### config.mk
export PLATFORM = sky130hd
export DESIGN_NAME = variable_latency_bank_adapter_flat
export DESIGN_NICKNAME = d
export VERILOG_FILES = /design/src/rtl/variable_latency_bank_adapter_if.sv /design/src/rtl/variable_latency_bank_adapter.sv /design/src/flat_wrapper.sv
export SDC_FILE = /design/constraint.sdc
export NUM_CORES = 1
export LEC_CHECK = 0
export ABC_AREA = 1
export BUFFER_PORTS_ARGS = -buffer_cell sky130_fd_sc_hd__buf_4
export CAP_MARGIN = 20
export CORE_AREA = 2 2 101 103
export CTS_BUF_LIST = sky130_fd_sc_hd__clkbuf_16
export DETAILED_ROUTE_END_ITERATION = 8
export DIE_AREA = 0 0 103 105
export GPL_TIMING_DRIVEN = 0
export HOLD_SLACK_MARGIN = 0.12
export PLACE_DENSITY_LB_ADDON = 0.12
export SYNTH_ARGS = -nofsm -noshare
export SYNTH_HDL_FRONTEND = slang
export SYNTH_SLANG_ARGS = --single-unit
### constraint.sdc
create_clock -name clk_i -period 2.7 [get_ports clk_i]
set_input_delay 0.27 -clock clk_i [delete_from_list [all_inputs] [get_ports clk_i]]
set_output_delay 0.27 -clock clk_i [all_outputs]
set_load 0.01 [all_outputs]
### src/rtl/variable_latency_bank_adapter_if.sv
// rtl/variable_latency_bank_adapter_if.sv - request, response and SRAM signal bundle for the bank adapter
interface variable_latency_bank_adapter_if #(
    parameter int NumIn        = 32,
    parameter int AddrMemWidth = 12,
    parameter int DataWidth    = 32,
    parameter int BeWidth      = DataWidth / 8
);
    localparam int IniW = $clog2(NumIn);

    logic                    req_valid_i;
    logic                    req_ready_o;
    logic [IniW-1:0]         req_ini_addr_i;
    logic [AddrMemWidth-1:0] req_tgt_addr_i;
    logic                    req_wen_i;
    logic [DataWidth-1:0]    req_wdata_i;
    logic [BeWidth-1:0]      req_be_i;
    logic                    resp_valid_o;
    logic                    resp_ready_i;
    logic [IniW-1:0]         resp_ini_addr_o;
    logic [DataWidth-1:0]    resp_rdata_o;
    logic                    mem_req_o;
    logic                    mem_we_o;
    logic [AddrMemWidth-1:0] mem_addr_o;
    logic [DataWidth-1:0]    mem_wdata_o;
    logic [BeWidth-1:0]      mem_be_o;
    logic [DataWidth-1:0]    mem_rdata_i;

    modport slave (
        input  req_valid_i, req_ini_addr_i, req_tgt_addr_i, req_wen_i, req_wdata_i, req_be_i,
        input  resp_ready_i, mem_rdata_i,
        output req_ready_o, resp_valid_o, resp_ini_addr_o, resp_rdata_o,
        output mem_req_o, mem_we_o, mem_addr_o, mem_wdata_o, mem_be_o
    );

    modport master (
        output req_valid_i, req_ini_addr_i, req_tgt_addr_i, req_wen_i, req_wdata_i, req_be_i,
        output resp_ready_i, mem_rdata_i,
        input  req_ready_o, resp_valid_o, resp_ini_addr_o, resp_rdata_o,
        input  mem_req_o, mem_we_o, mem_addr_o, mem_wdata_o, mem_be_o
    );
endinterface

### src/rtl/variable_latency_bank_adapter.sv
// rtl/variable_latency_bank_adapter.sv - valid/ready requests to fixed-latency SRAM with credit-protected tagged read responses
module variable_latency_bank_adapter #(
    parameter int NumIn         = 32,
    parameter int AddrMemWidth  = 12,
    parameter int DataWidth     = 32,
    parameter int BeWidth       = DataWidth / 8,
    parameter int MemLatency    = 1,
    parameter int RespFifoDepth = 2
) (
    input logic                            clk_i,
    input logic                            rst_i,
    variable_latency_bank_adapter_if.slave bus
);
    localparam int IniW  = $clog2(NumIn);
    localparam int PtrW  = (RespFifoDepth > 1) ? $clog2(RespFifoDepth) : 1;
    localparam int FCntW = $clog2(RespFifoDepth + 1);
    localparam int OutW  = $clog2(RespFifoDepth + MemLatency + 1);

    logic                  rst_q;
    logic                  fire;
    logic [MemLatency-1:0] pipe_valid_q, pipe_valid_d;
    logic [IniW-1:0]       pipe_tag_q [MemLatency];
    logic [IniW-1:0]       pipe_tag_d [MemLatency];
    logic [IniW-1:0]       fifo_tag_q [RespFifoDepth];
    logic [DataWidth-1:0]  fifo_data_q [RespFifoDepth];
    logic [PtrW-1:0]       wr_ptr_q, wr_ptr_d, rd_ptr_q, rd_ptr_d;
    logic [FCntW-1:0]      count_q, count_d;
    logic [OutW-1:0]       outstanding;
    logic                  push, fifo_empty, pop_fifo, bypass, store;

    // Outstanding reads = entries waiting in the FIFO plus reads still inside the SRAM pipeline
    always_comb begin
        outstanding = OutW'(count_q);
        for (int k = 0; k < MemLatency; k++) begin
            outstanding = outstanding + OutW'(pipe_valid_q[k]);
        end
    end

    assign bus.req_ready_o = ~rst_i & ~rst_q & (outstanding < OutW'(RespFifoDepth));
    assign fire            = bus.req_valid_i & bus.req_ready_o;

    assign bus.mem_req_o   = fire;
    assign bus.mem_we_o    = fire & bus.req_wen_i;
    assign bus.mem_addr_o  = fire ? bus.req_tgt_addr_i : '0;
    assign bus.mem_wdata_o = fire ? bus.req_wdata_i : '0;
    assign bus.mem_be_o    = fire ? bus.req_be_i : '0;

    // Tag pipeline tracks each read until its SRAM data appears on mem_rdata_i
    always_comb begin
        pipe_valid_d    = '0;
        pipe_valid_d[0] = fire & ~bus.req_wen_i;
        pipe_tag_d[0]   = bus.req_ini_addr_i;
        for (int k = 1; k < MemLatency; k++) begin
            pipe_valid_d[k] = pipe_valid_q[k-1];
            pipe_tag_d[k]   = pipe_tag_q[k-1];
        end
    end

    assign push       = pipe_valid_q[MemLatency-1];
    assign fifo_empty = (count_q == '0);
    assign pop_fifo   = ~rst_i & ~fifo_empty & bus.resp_ready_i;
    assign bypass     = fifo_empty & push & bus.resp_ready_i;
    assign store      = push & ~bypass;

    // FIFO pointer and occupancy bookkeeping; pointers wrap at the depth, not at a power of two
    always_comb begin
        wr_ptr_d = wr_ptr_q;
        rd_ptr_d = rd_ptr_q;
        count_d  = count_q + FCntW'(store) - FCntW'(pop_fifo);
        if (store) begin
            wr_ptr_d = (wr_ptr_q == PtrW'(RespFifoDepth - 1)) ? '0 : wr_ptr_q + 1'b1;
        end
        if (pop_fifo) begin
            rd_ptr_d = (rd_ptr_q == PtrW'(RespFifoDepth - 1)) ? '0 : rd_ptr_q + 1'b1;
        end
    end

    // Response mux: FIFO head has priority so ordering holds; otherwise the arriving read falls through
    always_comb begin
        bus.resp_valid_o    = ~rst_i & (~fifo_empty | push);
        bus.resp_ini_addr_o = '0;
        bus.resp_rdata_o    = '0;
        if (!rst_i) begin
            if (!fifo_empty) begin
                bus.resp_ini_addr_o = fifo_tag_q[rd_ptr_q];
                bus.resp_rdata_o    = fifo_data_q[rd_ptr_q];
            end else if (push) begin
                bus.resp_ini_addr_o = pipe_tag_q[MemLatency-1];
                bus.resp_rdata_o    = bus.mem_rdata_i;
            end
        end
    end

    // Control state; reset discards any read still in flight
    always_ff @(posedge clk_i) begin
        if (rst_i) begin
            rst_q        <= 1'b1;
            pipe_valid_q <= '0;
            for (int k = 0; k < MemLatency; k++) begin
                pipe_tag_q[k] <= '0;
            end
            wr_ptr_q <= '0;
            rd_ptr_q <= '0;
            count_q  <= '0;
        end else begin
            rst_q        <= 1'b0;
            pipe_valid_q <= pipe_valid_d;
            pipe_tag_q   <= pipe_tag_d;
            wr_ptr_q     <= wr_ptr_d;
            rd_ptr_q     <= rd_ptr_d;
            count_q      <= count_d;
        end
    end

    // FIFO storage is only read when occupancy says the slot is live, so it needs no reset
    always_ff @(posedge clk_i) begin
        if (store) begin
            fifo_tag_q[wr_ptr_q]  <= pipe_tag_q[MemLatency-1];
            fifo_data_q[wr_ptr_q] <= bus.mem_rdata_i;
        end
    end

    // Parameter sanity and the no-overflow guarantee the credit scheme provides
    always_ff @(posedge clk_i) begin
        if (!rst_i) begin
            assert (MemLatency >= 1) else $error("MemLatency must be at least 1");
            assert (RespFifoDepth >= MemLatency) else $error("RespFifoDepth below MemLatency");
            assert (!(store && (count_q == FCntW'(RespFifoDepth)))) else $error("push into full response FIFO");
        end
    end
endmodule

### src/flat_wrapper.sv
// flat-port wrapper written by rule: the top's interface ports become plain ports
module variable_latency_bank_adapter_flat 
#(
    parameter int NumIn         = 32,
    parameter int AddrMemWidth  = 12,
    parameter int DataWidth     = 32,
    parameter int BeWidth       = DataWidth / 8,
    parameter int MemLatency    = 1,
    parameter int RespFifoDepth = 2
)
  (clk_i, rst_i, bus_req_valid_i, bus_req_ini_addr_i, bus_req_tgt_addr_i, bus_req_wen_i, bus_req_wdata_i, bus_req_be_i, bus_resp_ready_i, bus_mem_rdata_i, bus_req_ready_o, bus_resp_valid_o, bus_resp_ini_addr_o, bus_resp_rdata_o, bus_mem_req_o, bus_mem_we_o, bus_mem_addr_o, bus_mem_wdata_o, bus_mem_be_o);
  variable_latency_bank_adapter_if #(.NumIn(NumIn), .AddrMemWidth(AddrMemWidth), .DataWidth(DataWidth), .BeWidth(BeWidth)) bus_i ();
  input logic clk_i;
  input logic rst_i;
  input wire logic [$bits(bus_i.req_valid_i)-1:0] bus_req_valid_i;
  input wire logic [$bits(bus_i.req_ini_addr_i)-1:0] bus_req_ini_addr_i;
  input wire logic [$bits(bus_i.req_tgt_addr_i)-1:0] bus_req_tgt_addr_i;
  input wire logic [$bits(bus_i.req_wen_i)-1:0] bus_req_wen_i;
  input wire logic [$bits(bus_i.req_wdata_i)-1:0] bus_req_wdata_i;
  input wire logic [$bits(bus_i.req_be_i)-1:0] bus_req_be_i;
  input wire logic [$bits(bus_i.resp_ready_i)-1:0] bus_resp_ready_i;
  input wire logic [$bits(bus_i.mem_rdata_i)-1:0] bus_mem_rdata_i;
  output wire logic [$bits(bus_i.req_ready_o)-1:0] bus_req_ready_o;
  output wire logic [$bits(bus_i.resp_valid_o)-1:0] bus_resp_valid_o;
  output wire logic [$bits(bus_i.resp_ini_addr_o)-1:0] bus_resp_ini_addr_o;
  output wire logic [$bits(bus_i.resp_rdata_o)-1:0] bus_resp_rdata_o;
  output wire logic [$bits(bus_i.mem_req_o)-1:0] bus_mem_req_o;
  output wire logic [$bits(bus_i.mem_we_o)-1:0] bus_mem_we_o;
  output wire logic [$bits(bus_i.mem_addr_o)-1:0] bus_mem_addr_o;
  output wire logic [$bits(bus_i.mem_wdata_o)-1:0] bus_mem_wdata_o;
  output wire logic [$bits(bus_i.mem_be_o)-1:0] bus_mem_be_o;
  assign bus_i.req_valid_i = bus_req_valid_i;
  assign bus_i.req_ini_addr_i = bus_req_ini_addr_i;
  assign bus_i.req_tgt_addr_i = bus_req_tgt_addr_i;
  assign bus_i.req_wen_i = bus_req_wen_i;
  assign bus_i.req_wdata_i = bus_req_wdata_i;
  assign bus_i.req_be_i = bus_req_be_i;
  assign bus_i.resp_ready_i = bus_resp_ready_i;
  assign bus_i.mem_rdata_i = bus_mem_rdata_i;
  assign bus_req_ready_o = bus_i.req_ready_o;
  assign bus_resp_valid_o = bus_i.resp_valid_o;
  assign bus_resp_ini_addr_o = bus_i.resp_ini_addr_o;
  assign bus_resp_rdata_o = bus_i.resp_rdata_o;
  assign bus_mem_req_o = bus_i.mem_req_o;
  assign bus_mem_we_o = bus_i.mem_we_o;
  assign bus_mem_addr_o = bus_i.mem_addr_o;
  assign bus_mem_wdata_o = bus_i.mem_wdata_o;
  assign bus_mem_be_o = bus_i.mem_be_o;
  variable_latency_bank_adapter #(.NumIn(NumIn), .AddrMemWidth(AddrMemWidth), .DataWidth(DataWidth), .BeWidth(BeWidth), .MemLatency(MemLatency), .RespFifoDepth(RespFifoDepth)) u_core (.clk_i(clk_i), .rst_i(rst_i), .bus(bus_i));
endmodule
After elaboration in Yosys (flattened, before gate mapping)
Memory sizes are Yosys's and may differ from the RTL's. A register that Yosys moved wholly into a read port is not among the register bits.
Index checks and enable logic that the tools add are counted.
- bits in registers: 11
- memory bits (writable): 74
- output and inout port bits: 89
- logic and storage cells: 50
- input port bits: 90
- memories: 2
- reductions and logical operators: 1
- multiplexer cells: 18
- magnitude comparators: 1
- add/subtract/negate cells: 5
- bitwise gates (word level): 17
- memory list (name ; words ; bits a word ; rd ports ; clocked after Yosys merged registers in ; write ports ; line ; RTL):
    u_core.fifo_data_q ; 2 ; 32 ; 1 ; 1 ; 1 ; variable_latency_bank_adapter.sv:25 ; logic [DataWidth-1:0] fifo_data_q [RespFifoDepth];
    u_core.fifo_tag_q ; 2 ; 5 ; 1 ; 1 ; 1 ; variable_latency_bank_adapter.sv:24 ; logic [IniW-1:0] fifo_tag_q [RespFifoDepth];
- operator list (operator ; count):
    32-bit 2-to-1 mux ; 4
    5-bit 2-to-1 mux ; 3
    12-bit 2-to-1 mux ; 1
    1-bit AND ; 11
    1-bit 2-to-1 mux ; 9
    1-bit NOT ; 5
    2-bit by 1-bit adder with 2-bit output ; 2
    4-bit 2-to-1 mux ; 1
    1-bit adder, second input constant ; 2
    2-bit zero test ; 1
    2-bit < comparator, second input constant ; 1
    2-bit by 1-bit subtractor with 2-bit output ; 1
    1-bit bitwise OR ; 1

Depth between registers and ports, before layout
Gate-level depths: netlist of run 1.
- depth after elaboration: 7
- mapped depth: 10
- mapped depth without buffers: 10

Worst setup path after synthesis of run 1
OpenSTA, ideal clock, no wires.
- path kind: flip-flop to flip-flop
- start: register u_core.count_q[1]
- end: memory u_core.fifo_data_q[0][0], enable pin
- buffers on the path: 0
- data arrival time: 2.152 ns
- cell stages (with the launch flop): 5
- data required time: 2.269 ns
- period minus slack after synthesis: 2.583 ns
- setup slack: 0.117 ns
- setup time: 0.431 ns
- cell sequence: dfxtp_1 > nor2_2 > nand2_1 > nand2_1 > nor2_1
- cells in the longest elaborated chain, start to end: 7
- ends and longest elaborated chain (item ; line ; RTL):
    from (decl) ; variable_latency_bank_adapter.sv:27 ; logic [FCntW-1:0] count_q, count_d;
    from (signal assigned) ; variable_latency_bank_adapter.sv:111 ; count_q <= count_d;
    2-bit zero test ; variable_latency_bank_adapter.sv:60 ; assign fifo_empty = (count_q == '0);
    1-bit AND (2 in series) ; variable_latency_bank_adapter.sv:62 ; assign bypass = fifo_empty & push & bus.resp_ready_i;
    1-bit NOT ; variable_latency_bank_adapter.sv:63 ; assign store = push & ~bypass;
    1-bit AND ; variable_latency_bank_adapter.sv:63 ;
    1-bit 2-to-1 mux ; variable_latency_bank_adapter.sv:117 ; if (store) begin
    1-bit 2-to-1 mux (not written as such) ; variable_latency_bank_adapter.sv:119 ; fifo_data_q[wr_ptr_q] <= bus.mem_rdata_i;
    to (decl) ; variable_latency_bank_adapter.sv:25 ;
No other way between the ends.

Worst setup path after layout of run 1
- start: input port rst_i
- end: output port bus_resp_rdata_o[24]
- cells in the longest elaborated chain, start to end: 1
- ends and longest elaborated chain (item ; line ; RTL):
    from (decl) ; flat_wrapper.sv:14 ; input logic rst_i;
    32-bit 2-to-1 mux ; variable_latency_bank_adapter.sv:83 ; if (!rst_i) begin
    to (decl) ; flat_wrapper.sv:26 ; output wire logic [$bits(bus_i.resp_rdata_o)-1:0] bus_resp_rdata_o;
No other way between the ends.

==> impl_metrics.sql, run 1 <==
INSERT INTO impl_metrics (metric_group, metric, value, unit) VALUES
('outcome', 'outcome', 'complete, no violations', ''),
('finish', 'area.growth.synth_to_final', '46.1', '%'),
('finish', 'finish.utilization', '0.620', ''),
('power', 'powerDensity', '513', 'nW/um^2'),
('worst_hold_path', 'worstHoldPathCells', '1', ''),
('cts', 'clkSlewWorstSetupHoldPaths', '60', 'ps'),
('cts', 'clock_tree_root_driver_cell', 'sky130_fd_sc_hd__clkbuf_16', ''),
('grt', 'first_global_vias', '3551', ''),
('grt', 'grt_first_pass_wirelength', '16.8', 'mm'),
('cts', 'cts_sinks', '86', ''),
('cts', 'cts_resized', '0', ''),
('cts', 'cts_tree', 'built', ''),
('logic_synthesis', 'synth.lib_cells_used.distinct', '23', ''),
('grt', 'grt_remaining_overflow', '0', ''),
('logic_synthesis', 'synth_nets', '536', ''),
('logic_synthesis', 'synth-seq-area-share', '0.602', ''),
('finish', 'layout.nets', '733', ''),
('worst_hold_path', 'min-delay-path-class', 'input pin to flip-flop', ''),
('sta', 'final_max_slew_viol_count', '0', ''),
('sta', 'rsz0062_at_grt', 'false', ''),
('floorplanning', 'placement_rows', '36', ''),
('logic_synthesis', 'synth-seq-cells', '86', ''),
('route', 'routed_vias_inst', '4.60', ''),
('logic_synthesis', 'syn_inst', '445', ''),
('finish', 'layout.cells.most_common', 'sky130_fd_sc_hd__buf_4', ''),
('setup_path', 'worst_path_cell_chain', 'dlygate4sd3_1, buf_4, buf_2, clkbuf_1, a21oi_1, buf_4', ''),
('sta', 'worst_slew_margin_rel', '0.414', ''),
('route', 'post-route-drc-count', '0', ''),
('route', 'totalWireLength', '10.8', 'mm'),
('sta', 'post-route-min-period', '2220', 'ps'),
('setup_path', 'cpMostUsedCell', 'sky130_fd_sc_hd__buf_4', ''),
('job', 'drv.max_cap_violation_count', '0', ''),
('setup_path', 'start_kind', 'input pin', ''),
('floorplanning', 'start_util', '0.424', ''),
('placement', 'placed_instances', '757', ''),
('finish', 'final_cell_count_no_fill', '779', ''),
('power', 'p_total', '0.00307', 'W'),
('cts', 'cts_inserted_buffers', '9', ''),
('setup_path', 'critical_path_class', 'input pin to output pin', ''),
('logic_synthesis', 'yosys_most_used_dff', 'sky130_fd_sc_hd__edfxtp_1', ''),
('grt', 'globalRouteTotalUtil', '0.202', ''),
('sta', 'fin_tns_setup', '0', 'ps'),
('placement', 'gp_routability_congestion', '0.791', ''),
('grt', 'largest_net_degree_at_the_start_of_global_routing', '38', ''),
('logic_synthesis', 'synth-edff-count', '74', ''),
('route', 'detailedRoute.firstPassIterationCount', '5', ''),
('floorplanning', 'floorplan.core_area', '9640', 'um^2'),
('sta', 'hold_violations', '0', ''),
('finish', 'drive_above_1_share', '0.362', ''),
('sta', 'tightestPinTransition', '877', 'ps'),
('finish', 'diodes', '0', ''),
('cts', 'clock_path_buffers', '2', ''),
('route', 'vias', '3586', ''),
('floorplanning', 'floorplan.die.width', '103', 'um'),
('floorplanning', 'boundaryPins', '179', ''),
('power', 'vdd_ir_drop_max', '0.293', 'mV'),
('setup_path', 'worstPathRequired', '2430', 'ps'),
('setup_path', 'path_max_fanout', '10', ''),
('finish', 'commonest_cells_after_routing_fill_and_taps_aside', 'sky130_fd_sc_hd__buf_4, sky130_fd_sc_hd__nor2_1, sky130_fd_sc_hd__edfxtp_1', ''),
('sta', 'period_share', '0.821', ''),
('logic_synthesis', 'synthesis.area', '4090', 'um^2'),
('setup_path', 'stage_delay_of_the_slowest_cell_on_the_critical_path', '520', 'ps'),
('logic_synthesis', 'syn_avg_cell_area', '9.19', 'um^2'),
('setup_path', 'worst-r2r-cell-count', '6', ''),
('placement', 'io_buffer_count', '178', ''),
('floorplanning', 'die_h', '105', 'um'),
('route', 'routed_wire_length_per_instance', '13.8', 'um'),
('sta', 'max_clock_freq', '451', 'MHz'),
('cts', 'clock_tree.htree_level_count', '3', ''),
('floorplanning', 'die-area', '10800', 'um^2'),
('setup_path', 'cp.arrival', '1950', 'ps'),
('cts', 'clk-insertion-delay-late', '330', 'ps'),
('route', 'route.antenna.remaining_nets', '0', ''),
('route', 'drt-initial-drc-count', '205', ''),
('grt', 'grt_antenna_before_repair', '0', ''),
('setup_path', 'crit_slowest_cell', 'sky130_fd_sc_hd__dlygate4sd3_1', ''),
('power', 'power.static_leakage', '2.72', 'nW'),
('placement', 'final_hpwl_dp', '7.49', 'mm'),
('setup_path', 'endpoint_kind', 'output pin', ''),
('sta', 'report.final.setup_viol', '0', ''),
('logic_synthesis', 'ys_async_rst_share', '0', ''),
('sta', 'final.setup_skew', '8.44', 'ps'),
('logic_synthesis', 'synth-warning-count', '0', '');
==> cell families after synthesis <==
logic type               count (synthesis)  synth area share
AND/OR/NAND/NOR                        192             0.193
buffers and inverters                   88             0.105
flip-flops                              86             0.602
AO/OA/AOI/OAI                           76            0.0930
XOR/XNOR                                 2           0.00428
adder cells (fa/ha/maj)                  1           0.00306
==> critical path: cells and delay by family <==
kind / cells / cell delay [ps]
AOI/OAI and AO/OA: 1 / 110
buffers and inverters: 5 / 1560
==> power by group <==
part / leakage (nW) / switching, W / total, W / internal, W
Clock: 0.137 / 0.000491 / 0.00120 / 0.000710
Sequential: 0.766 / 0.00000800 / 0.00147 / 0.00146
Combinational: 1.82 / 0.000198 / 0.000399 / 0.000201
Total: 2.72 / 0.000697 / 0.00307 / 0.00237
==> flip-flops by register name, summed over array words and instances (netlist names), named ones only <==
name,count
u_core.fifo_data_q,64
u_core.fifo_tag_q,10
u_core.wr_ptr_q,1
u_core.rst_q,1
u_core.pipe_tag_q,5
u_core.count_q,2
u_core.rd_ptr_q,1
u_core.pipe_valid_q,1
==> stage by stage <==
| stage | setup slack (ps) | instance area, um^2 | hold WS [ps] |
|---|---|---|---|
| after floorplan | 117 | 4090 | 298 |
| after global placement | -1020 | 5590 | 400 |
| after detailed placement | 765 | 5620 | 404 |
| after CTS | 483 | 5980 | 120 |
| after global routing | 417 | 5980 | 120 |
| final | 482 | 5980 | 130 |
==> repair_timing <==
item	CTS	global route
setup buffers	0	0
hold endpoints to repair	10	0
endpoints found under the setup margin	0	0
hold buffers	7	0
==> layer usage <==
metal,global-route usage,vias up,wire length [um]
li1,-,1819,-
met1,0.256,1612,4540
met2,0.335,141,5300
met3,0.0428,14,733
met4,0.0752,0,179
met5,0,-,0
==> Yosys cell counts, types with 4 or more instances <==
cell	count	area [um^2]
sky130_fd_sc_hd__a21oi_1	39	195
sky130_fd_sc_hd__buf_6	11	124
sky130_fd_sc_hd__clkbuf_1	4	15.0
sky130_fd_sc_hd__dfxtp_1	12	240
sky130_fd_sc_hd__edfxtp_1	74	2220
sky130_fd_sc_hd__inv_1	61	229
sky130_fd_sc_hd__nand2_1	47	176
sky130_fd_sc_hd__nor2_1	124	465
sky130_fd_sc_hd__nor2_2	15	93.8
sky130_fd_sc_hd__o21ai_0	18	90.1
sky130_fd_sc_hd__o21ai_1	19	95.1
==> layout make-up <==
class,instances,area [um^2]
Fill cell,848,3660
Sequential cell,86,2460
Timing Repair Buffer,186,1430
Multi-Input combinational cell,271,1210
Inverter,64,240
Clock buffer,9,225
Buffer,24,190
Tap cell,133,166
Clock inverter,6,62.6
==> final timing paths <==
kind	from	endpoint	slack (ps)
worst max-delay path	rst_i	bus_resp_rdata_o[24]	480
worst min-delay path	bus_mem_rdata_i[14]	u_core.fifo_data_q[1][14]	130
worst max register to register	u_core.count_q[1]	u_core.fifo_data_q[1][15]	790
worst min register to register	u_core.pipe_tag_q[2]	u_core.fifo_tag_q[0][2]	450
Note: power is estimated with default switching activity, not from simulation.
==> run 2: changes to the inputs <==
--- a/config.mk
+++ b/config.mk
@@ -5,13 +5,13 @@
 export SDC_FILE = /design/constraint.sdc
 export NUM_CORES = 1
 export LEC_CHECK = 0
-export ABC_AREA = 1
+export ABC_AREA = 0
 export BUFFER_PORTS_ARGS = -buffer_cell sky130_fd_sc_hd__buf_4
 export CAP_MARGIN = 20
-export CORE_AREA = 2 2 101 103
+export CORE_AREA = 2 2 102 104
 export CTS_BUF_LIST = sky130_fd_sc_hd__clkbuf_16
 export DETAILED_ROUTE_END_ITERATION = 8
-export DIE_AREA = 0 0 103 105
+export DIE_AREA = 0 0 104 106
 export GPL_TIMING_DRIVEN = 0
 export HOLD_SLACK_MARGIN = 0.12
 export PLACE_DENSITY_LB_ADDON = 0.12
==> constraint.sdc (replaced) <==
create_clock -name clk_i -period 1.8 [get_ports clk_i]
set_input_delay 0.18 -clock clk_i [delete_from_list [all_inputs] [get_ports clk_i]]
set_output_delay 0.18 -clock clk_i [all_outputs]
set_load 0.01 [all_outputs]
==> impl_metrics.sql, run 2 <==
INSERT INTO impl_metrics (metric_group, metric, value, unit) VALUES
('outcome', 'outcome', 'complete, but fails checks', ''),
('outcome', 'violations_in_the_final_reports', 'negative setup slack', ''),
('logic_synthesis', 'yosys_most_used_dff', 'sky130_fd_sc_hd__edfxtp_1', ''),
('setup_path', 'cp.arrival', '1790', 'ps'),
('finish', 'finish.utilization', '0.703', ''),
('floorplanning', 'placement_rows', '37', ''),
('sta', 'finalHoldWorstSlack', '132', 'ps'),
('cts', 'clock_tree_root_driver_cell', 'sky130_fd_sc_hd__clkbuf_16', ''),
('cts', 'cts_sinks', '86', ''),
('floorplanning', 'floorplan.core_area', '10000', 'um^2'),
('cts', 'cts_tree', 'built', ''),
('sta', 'tightestPinTransition', '703', 'ps'),
('finish', 'commonest_cells_after_routing_fill_and_taps_aside', 'sky130_fd_sc_hd__buf_4, sky130_fd_sc_hd__edfxtp_1, sky130_fd_sc_hd__and3_1', ''),
('cts', 'clkSlewWorstSetupHoldPaths', '60', 'ps'),
('logic_synthesis', 'synth.lib_cells_used.distinct', '27', ''),
('logic_synthesis', 'synth-warning-count', '0', ''),
('sta', 'final_max_slew_viol_count', '0', ''),
('power', 'vdd_ir_drop_max', '0.419', 'mV'),
('finish', 'drive_above_1_share', '0.524', ''),
('logic_synthesis', 'synth-seq-cells', '86', ''),
('power', 'power.static_leakage', '2.95', 'nW'),
('route', 'route.antenna.remaining_nets', '0', ''),
('logic_synthesis', 'syn_inst', '347', ''),
('power', 'powerDensity', '656', 'nW/um^2'),
('sta', 'rsz0062_at_grt', 'true', ''),
('placement', 'gp_routability_congestion', '0.853', ''),
('grt', 'grt_first_pass_wirelength', '18.9', 'mm'),
('finish', 'reg_top3', 'u_core.fifo_data_q: 64 flops, u_core.fifo_tag_q: 10 flops, u_core.pipe_tag_q: 5 flops', ''),
('logic_synthesis', 'area_share_of_the_largest_cell_type_after_synthesis', '0.520', ''),
('logic_synthesis', 'synth-edff-count', '74', ''),
('finish', 'layout.nets', '683', ''),
('logic_synthesis', 'syn_avg_cell_area', '12.3', 'um^2'),
('floorplanning', 'start_util', '0.428', ''),
('sta', 'final.setup_skew', '7.43', 'ps'),
('logic_synthesis', 'synth.top_cells.by_count', 'sky130_fd_sc_hd__edfxtp_1, sky130_fd_sc_hd__and3_1, sky130_fd_sc_hd__nor2_1', ''),
('route', 'totalWireLength', '12.5', 'mm'),
('setup_path', 'endpoint_kind', 'output pin', ''),
('setup_path', 'start_kind', 'flip-flop', ''),
('setup_path', 'critical_path_class', 'flip-flop to output pin', ''),
('placement', 'final_hpwl_dp', '8.22', 'mm'),
('floorplanning', 'boundaryPins', '179', ''),
('finish', 'layout.cells.most_common', 'sky130_fd_sc_hd__buf_4', ''),
('logic_synthesis', 'synthesis.area', '4280', 'um^2'),
('route', 'vias', '3590', ''),
('grt', 'largest_net_degree_at_the_start_of_global_routing', '38', ''),
('logic_synthesis', 'post_synth_main_area_contributors', 'sky130_fd_sc_hd__edfxtp_1, sky130_fd_sc_hd__mux2i_1, sky130_fd_sc_hd__and3_1', ''),
('sta', 'max_clock_freq', '509', 'MHz'),
('route', 'routed_vias_inst', '4.89', ''),
('job', 'drv.max_cap_violation_count', '0', ''),
('logic_synthesis', 'synth.most_common_cell', 'sky130_fd_sc_hd__edfxtp_1', ''),
('placement', 'io_buffer_count', '178', ''),
('cts', 'clock_tree.htree_level_count', '3', ''),
('sta', 'post-route-min-period', '1970', 'ps'),
('logic_synthesis', 'synth_nets', '438', ''),
('setup_path', 'worstPathRequired', '1620', 'ps'),
('logic_synthesis', 'synth-seq-area-share', '0.576', ''),
('grt', 'first_global_vias', '3814', ''),
('grt', 'grt_antenna_before_repair', '1', ''),
('sta', 'hold_violations', '0', ''),
('setup_path', 'path_max_fanout', '5', ''),
('floorplanning', 'die_h', '106', 'um'),
('logic_synthesis', 'synth_top_area_cell', 'sky130_fd_sc_hd__edfxtp_1', ''),
('route', 'post-route-drc-count', '0', ''),
('cts', 'clk-insertion-delay-late', '340', 'ps'),
('sta', 'period_share', '1.09', ''),
('floorplanning', 'die-area', '11000', 'um^2'),
('finish', 'area.growth.synth_to_final', '64.5', '%'),
('worst_hold_path', 'min-delay-path-class', 'input pin to flip-flop', ''),
('route', 'routed_wire_length_per_instance', '17.0', 'um'),
('cts', 'clock_path_buffers', '2', ''),
('route', 'drt-initial-drc-count', '114', ''),
('floorplanning', 'floorplan.die.width', '104', 'um'),
('sta', 'postLayoutSetupSlackWorst', '-165', 'ps'),
('grt', 'grt_remaining_overflow', '0', ''),
('grt', 'globalRouteTotalUtil', '0.224', ''),
('sta', 'report.final.setup_viol', '77', ''),
('sta', 'worst_slew_margin_rel', '0.531', ''),
('finish', 'top_register', 'u_core.fifo_data_q', ''),
('route', 'detailedRoute.firstPassIterationCount', '4', ''),
('logic_synthesis', 'ys_async_rst_share', '0', ''),
('finish', 'max_reg_flops', '64', ''),
('cts', 'cts_inserted_buffers', '9', '');
## run 2: critical path, cell delays in order, from the launching register on
cell and delay [ps]:
sky130_fd_sc_hd__dfxtp_2 340, sky130_fd_sc_hd__a21o_1 210, sky130_fd_sc_hd__a211oi_4 230, sky130_fd_sc_hd__buf_4 160
sky130_fd_sc_hd__buf_6 110, sky130_fd_sc_hd__buf_6 100, sky130_fd_sc_hd__and3_1 170, sky130_fd_sc_hd__buf_4 130
## run 2: area by class of cell
type	instances	area (um^2)
Buffer	27	283
Multi-Input combinational cell	231	1820
Antenna cell	1	2.50
Clock buffer	9	225
Timing Repair Buffer	236	2000
Inverter	1	3.75
Tap cell	136	170
Fill cell	729	2970
Clock inverter	7	57.6
Sequential cell	86	2470
## run 2: repair_timing
| action | 4_1_cts | 5_1_grt |
|---|---|---|
| hold buffers | 38 | 0 |
| setup endpoints to repair | 165 | 91 |
| pin swaps | 10 | 2 |
| gates resized for setup | 86 | 30 |
| gates cloned | 5 | 1 |
| hold endpoints to repair | 70 | 0 |
| setup buffers | 9 | 4 |
## run 2: power breakdown
group          internal, W  switching (W)
Clock              0.00105       0.000707
Sequential         0.00218     0.00000944
Combinational     0.000401       0.000268
## run 2: worst paths after layout
path	startpoint	end	slack, ps	cells past startpoint
worst max register to register	u_core.count_q[1]	u_core.fifo_tag_q[1][4]	80	3
worst max-delay path	u_core.count_q[0]	bus_mem_wdata_o[20]	-170	7
worst min register to register	u_core.pipe_tag_q[4]	u_core.fifo_tag_q[0][4]	450	0
worst min-delay path	bus_req_valid_i	u_core.pipe_valid_q	130	2
## run 2: per-layer routing
layer,vias up,GRT usage,share of wire
met5,-,0,0
met4,0,0.0994,0.027
met3,22,0.0454,0.052
met2,124,0.432,0.54
met1,1714,0.233,0.38
li1,1730,-,-
## run 2: cell families after synthesis
logic type / after synthesis / synth area share
xor+xnor: 2 / 0.00410
mux: 75 / 0.203
simple gates: 147 / 0.167
buf+inv: 30 / 0.0369
fa+ha+maj: 1 / 0.00293
flops: 86 / 0.576
compound gates: 6 / 0.00995
## run 2: per-stage QoR
stage               worst slack (ps)  TNS, ps  total power, W  std cells  area, um^2
floorplan                       36.4        0         0.00244        347        4290
global placement                -496   -36180         0.00272        661        5790
detailed placement              -471   -22210         0.00273        662        5820
CTS                             -193   -10920         0.00462        729        6910
global route                    -203   -13140         0.00476        734        7030
finish                          -165    -9330         0.00461        734        7030
==> run 3: changes to the inputs <==
==> constraint.sdc (replaced) <==
create_clock -name clk_i -period 1.8 [get_ports clk_i]
set_input_delay 0.09 -clock clk_i [delete_from_list [all_inputs] [get_ports clk_i]]
set_output_delay 0.09 -clock clk_i [all_outputs]
set_load 0.01 [all_outputs]
==> impl_metrics.sql, run 3 (same netlist as run 2, synthesis figures left out) <==
INSERT INTO impl_metrics (metric_group, metric, value, unit) VALUES
('cts', 'cts_sinks', '86', ''),
('setup_path', 'cp.arrival', '1830', 'ps'),
('sta', 'postLayoutSetupSlackWorst', '-116', 'ps'),
('grt', 'grt_antenna_before_repair', '0', ''),
('placement', 'final_hpwl_dp', '8.22', 'mm'),
('floorplanning', 'floorplan.die.width', '104', 'um'),
('finish', 'commonest_cells_after_routing_fill_and_taps_aside', 'sky130_fd_sc_hd__buf_4, sky130_fd_sc_hd__edfxtp_1, sky130_fd_sc_hd__buf_6', ''),
('grt', 'first_global_vias', '3876', ''),
('floorplanning', 'boundaryPins', '179', ''),
('cts', 'clock_path_buffers', '2', ''),
('route', 'routed_vias_inst', '5.07', ''),
('sta', 'report.final.setup_viol', '82', ''),
('cts', 'cts_inserted_buffers', '9', ''),
('route', 'vias', '3759', ''),
('route', 'route.antenna.remaining_nets', '0', ''),
('cts', 'clock_tree_root_driver_cell', 'sky130_fd_sc_hd__clkbuf_16', ''),
('finish', 'layout.nets', '692', ''),
('finish', 'drive_above_1_share', '0.584', ''),
('setup_path', 'reg2reg_setup_slack', '60', 'ps'),
('floorplanning', 'die-area', '11000', 'um^2'),
('sta', 'post-route-min-period', '1920', 'ps'),
('power', 'power.switching', '0.00102', 'W'),
('power', 'vdd_ir_drop_max', '0.450', 'mV'),
('cts', 'clock_tree.htree_level_count', '3', ''),
('grt', 'largest_net_degree_at_the_start_of_global_routing', '20', ''),
('outcome', 'outcome', 'complete, but fails checks', ''),
('grt', 'groute.layer.met3.usage', '0.0515', ''),
('placement', 'gp_routability_congestion', '0.853', ''),
('power', 'share_clk_of_total_power', '0.374', ''),
('route', 'routed_wire_length_per_instance', '18.6', 'um'),
('finish', 'multiInputGateArea', '2020', 'um^2'),
('finish', 'top_register', 'u_core.fifo_data_q', ''),
('floorplanning', 'start_util', '0.428', ''),
('setup_path', 'path_max_fanout', '6', ''),
('grt', 'grt.met1_usage', '0.245', ''),
('power', 'power.share.switching', '0.217', ''),
('setup_path', 'critical_path_class', 'flip-flop to output pin', ''),
('floorplanning', 'die_h', '106', 'um'),
('grt', 'grt-busiest-layer', 'met2', ''),
('floorplanning', 'floorplan.core_area', '10000', 'um^2'),
('sta', 'final.setup_skew', '7.74', 'ps'),
('sta', 'worst_slew_margin_rel', '0.465', ''),
('sta', 'final_max_slew_viol_count', '0', ''),
('sta', 'hold_violations', '0', ''),
('worst_hold_path', 'min-delay-path-class', 'input pin to flip-flop', ''),
('sta', 'rsz0062_at_grt', 'true', ''),
('power', 'combinationalPowerShare', '0.162', ''),
('worst_hold_path', 'hp-start', 'bus_resp_ready_i', ''),
('sta', 'period_share', '1.06', ''),
('cts', 'clkSlewWorstSetupHoldPaths', '60', 'ps'),
('finish', 'total_of_fill_cells_in_the_finished_design', '677', ''),
('finish', 'final_area', '7480', 'um^2'),
('placement', 'post_dp_cell_area', '5820', 'um^2'),
('setup_path', 'start_kind', 'flip-flop', ''),
('route', 'drt-initial-drc-count', '124', ''),
('sta', 'finalHoldWorstSlack', '171', 'ps'),
('power', 'power.static_leakage', '3.01', 'nW'),
('setup_path', 'endpoint_kind', 'output pin', ''),
('placement', 'io_buffer_count', '178', ''),
('grt', 'grt_remaining_overflow', '0', ''),
('power', 'p_total', '0.00471', 'W'),
('floorplanning', 'placement_rows', '37', ''),
('power', 'cell_internal_pwr', '0.00369', 'W'),
('setup_path', 'worst-r2r-cell-count', '5', ''),
('route', 'detailedRoute.firstPassIterationCount', '4', ''),
('cts', 'clk-insertion-delay-late', '340', 'ps'),
('grt', 'grt_first_pass_wirelength', '19.6', 'mm'),
('setup_path', 'critical_path.reg2reg.startpoint', 'u_core.count_q[1]', ''),
('power', 'powerDensity', '629', 'nW/um^2'),
('cts', 'cts_tree', 'built', ''),
('grt', 'globalRouteTotalUtil', '0.231', ''),
('finish', 'regArea', '2470', 'um^2'),
('finish', 'reg_top3', 'u_core.fifo_data_q: 64 flops, u_core.fifo_tag_q: 10 flops, u_core.pipe_tag_q: 5 flops', ''),
('grt', 'gr-usage-met2', '0.440', ''),
('finish', 'layout.cells.most_common', 'sky130_fd_sc_hd__buf_4', ''),
('sta', 'max_clock_freq', '522', 'MHz'),
('worst_hold_path', 'worstHoldPathCells', '4', ''),
('finish', 'max_reg_flops', '64', ''),
('setup_path', 'worstPathRequired', '1710', 'ps'),
('finish', 'diodes', '0', ''),
('outcome', 'violations_in_the_final_reports', 'negative setup slack', ''),
('job', 'drv.max_cap_violation_count', '0', ''),
('sta', 'tightestPinTransition', '802', 'ps'),
('setup_path', 'crit_path_start', 'u_core.pipe_valid_q', ''),
('power', 'reg_power_frac', '0.464', ''),
('route', 'totalWireLength', '13.8', 'mm'),
('finish', 'area.growth.synth_to_final', '75.1', '%'),
('route', 'post-route-drc-count', '0', '');
## run 3: changes by cell type in the layout (fill, tap and decap cells not counted), sizes merged
cell and delta:
and3 +1, buf +9, dlygate4sd3 +2, clkbuf -3, diode -1
## run 3: timing repair
item,CTS,global route
hold buffers,40,0
buffers inserted,12,6
pin swaps,19,24
hold endpoints to repair,71,0
gates resized for setup,94,113
gates cloned,6,3
setup endpoints to repair,158,90
## run 3: final cells by class
type,count,area share
buffer,28,0.0373
clock buffer,9,0.0301
clock inverter,7,0.00769
inverter,1,0.000502
multi-input combinational,232,0.270
sequential,86,0.330
tap,136,0.0227
timing repair buffer,243,0.301
## run 3: routing by layer
| metal | wire length (um) | share of wire |
|---|---|---|
| met2 | 7440 | 0.54 |
| met5 | 0 | 0 |
| met1 | 5200 | 0.38 |
| met4 | 389 | 0.028 |
| met3 | 778 | 0.056 |
## run 3: path summary, 6_finish.rpt
path / endpoint
max: bus_mem_addr_o[11]
min: u_core.rd_ptr_q
max reg2reg: u_core.fifo_tag_q[0][4]
min reg2reg: u_core.fifo_tag_q[0][4]
## run 3: power by group through the flow
stage	Sequential, W	Clock, W	Combinational, W
final	0.00219	0.00176	0.000763
after global routing	0.00219	0.00186	0.000805
after CTS	0.00219	0.00179	0.000668
after detailed placement	0.00223	0	0.000499
after global placement	0.00223	0	0.000489
after floorplan	0.00223	0	0.000208
## run 3: per-stage QoR
step                utilization  TNS [ps]  std cells  setup slack, ps
CTS                       0.701     -6510        735             -165
finish                    0.748     -5350        742             -116
detailed placement        0.582    -19610        662             -381
global placement          0.579    -33750        661             -496
floorplan                     -         0        347             72.4
global route              0.748     -8600        742             -147
## run 3: critical path, stage by stage (launching register included)
cell	delay, ps
sky130_fd_sc_hd__dfxtp_4	370
sky130_fd_sc_hd__a21o_1	180
sky130_fd_sc_hd__a211oi_4	220
sky130_fd_sc_hd__buf_6	160
sky130_fd_sc_hd__buf_6	110
sky130_fd_sc_hd__clkbuf_16	130
sky130_fd_sc_hd__and3_4	190
sky130_fd_sc_hd__buf_6	100
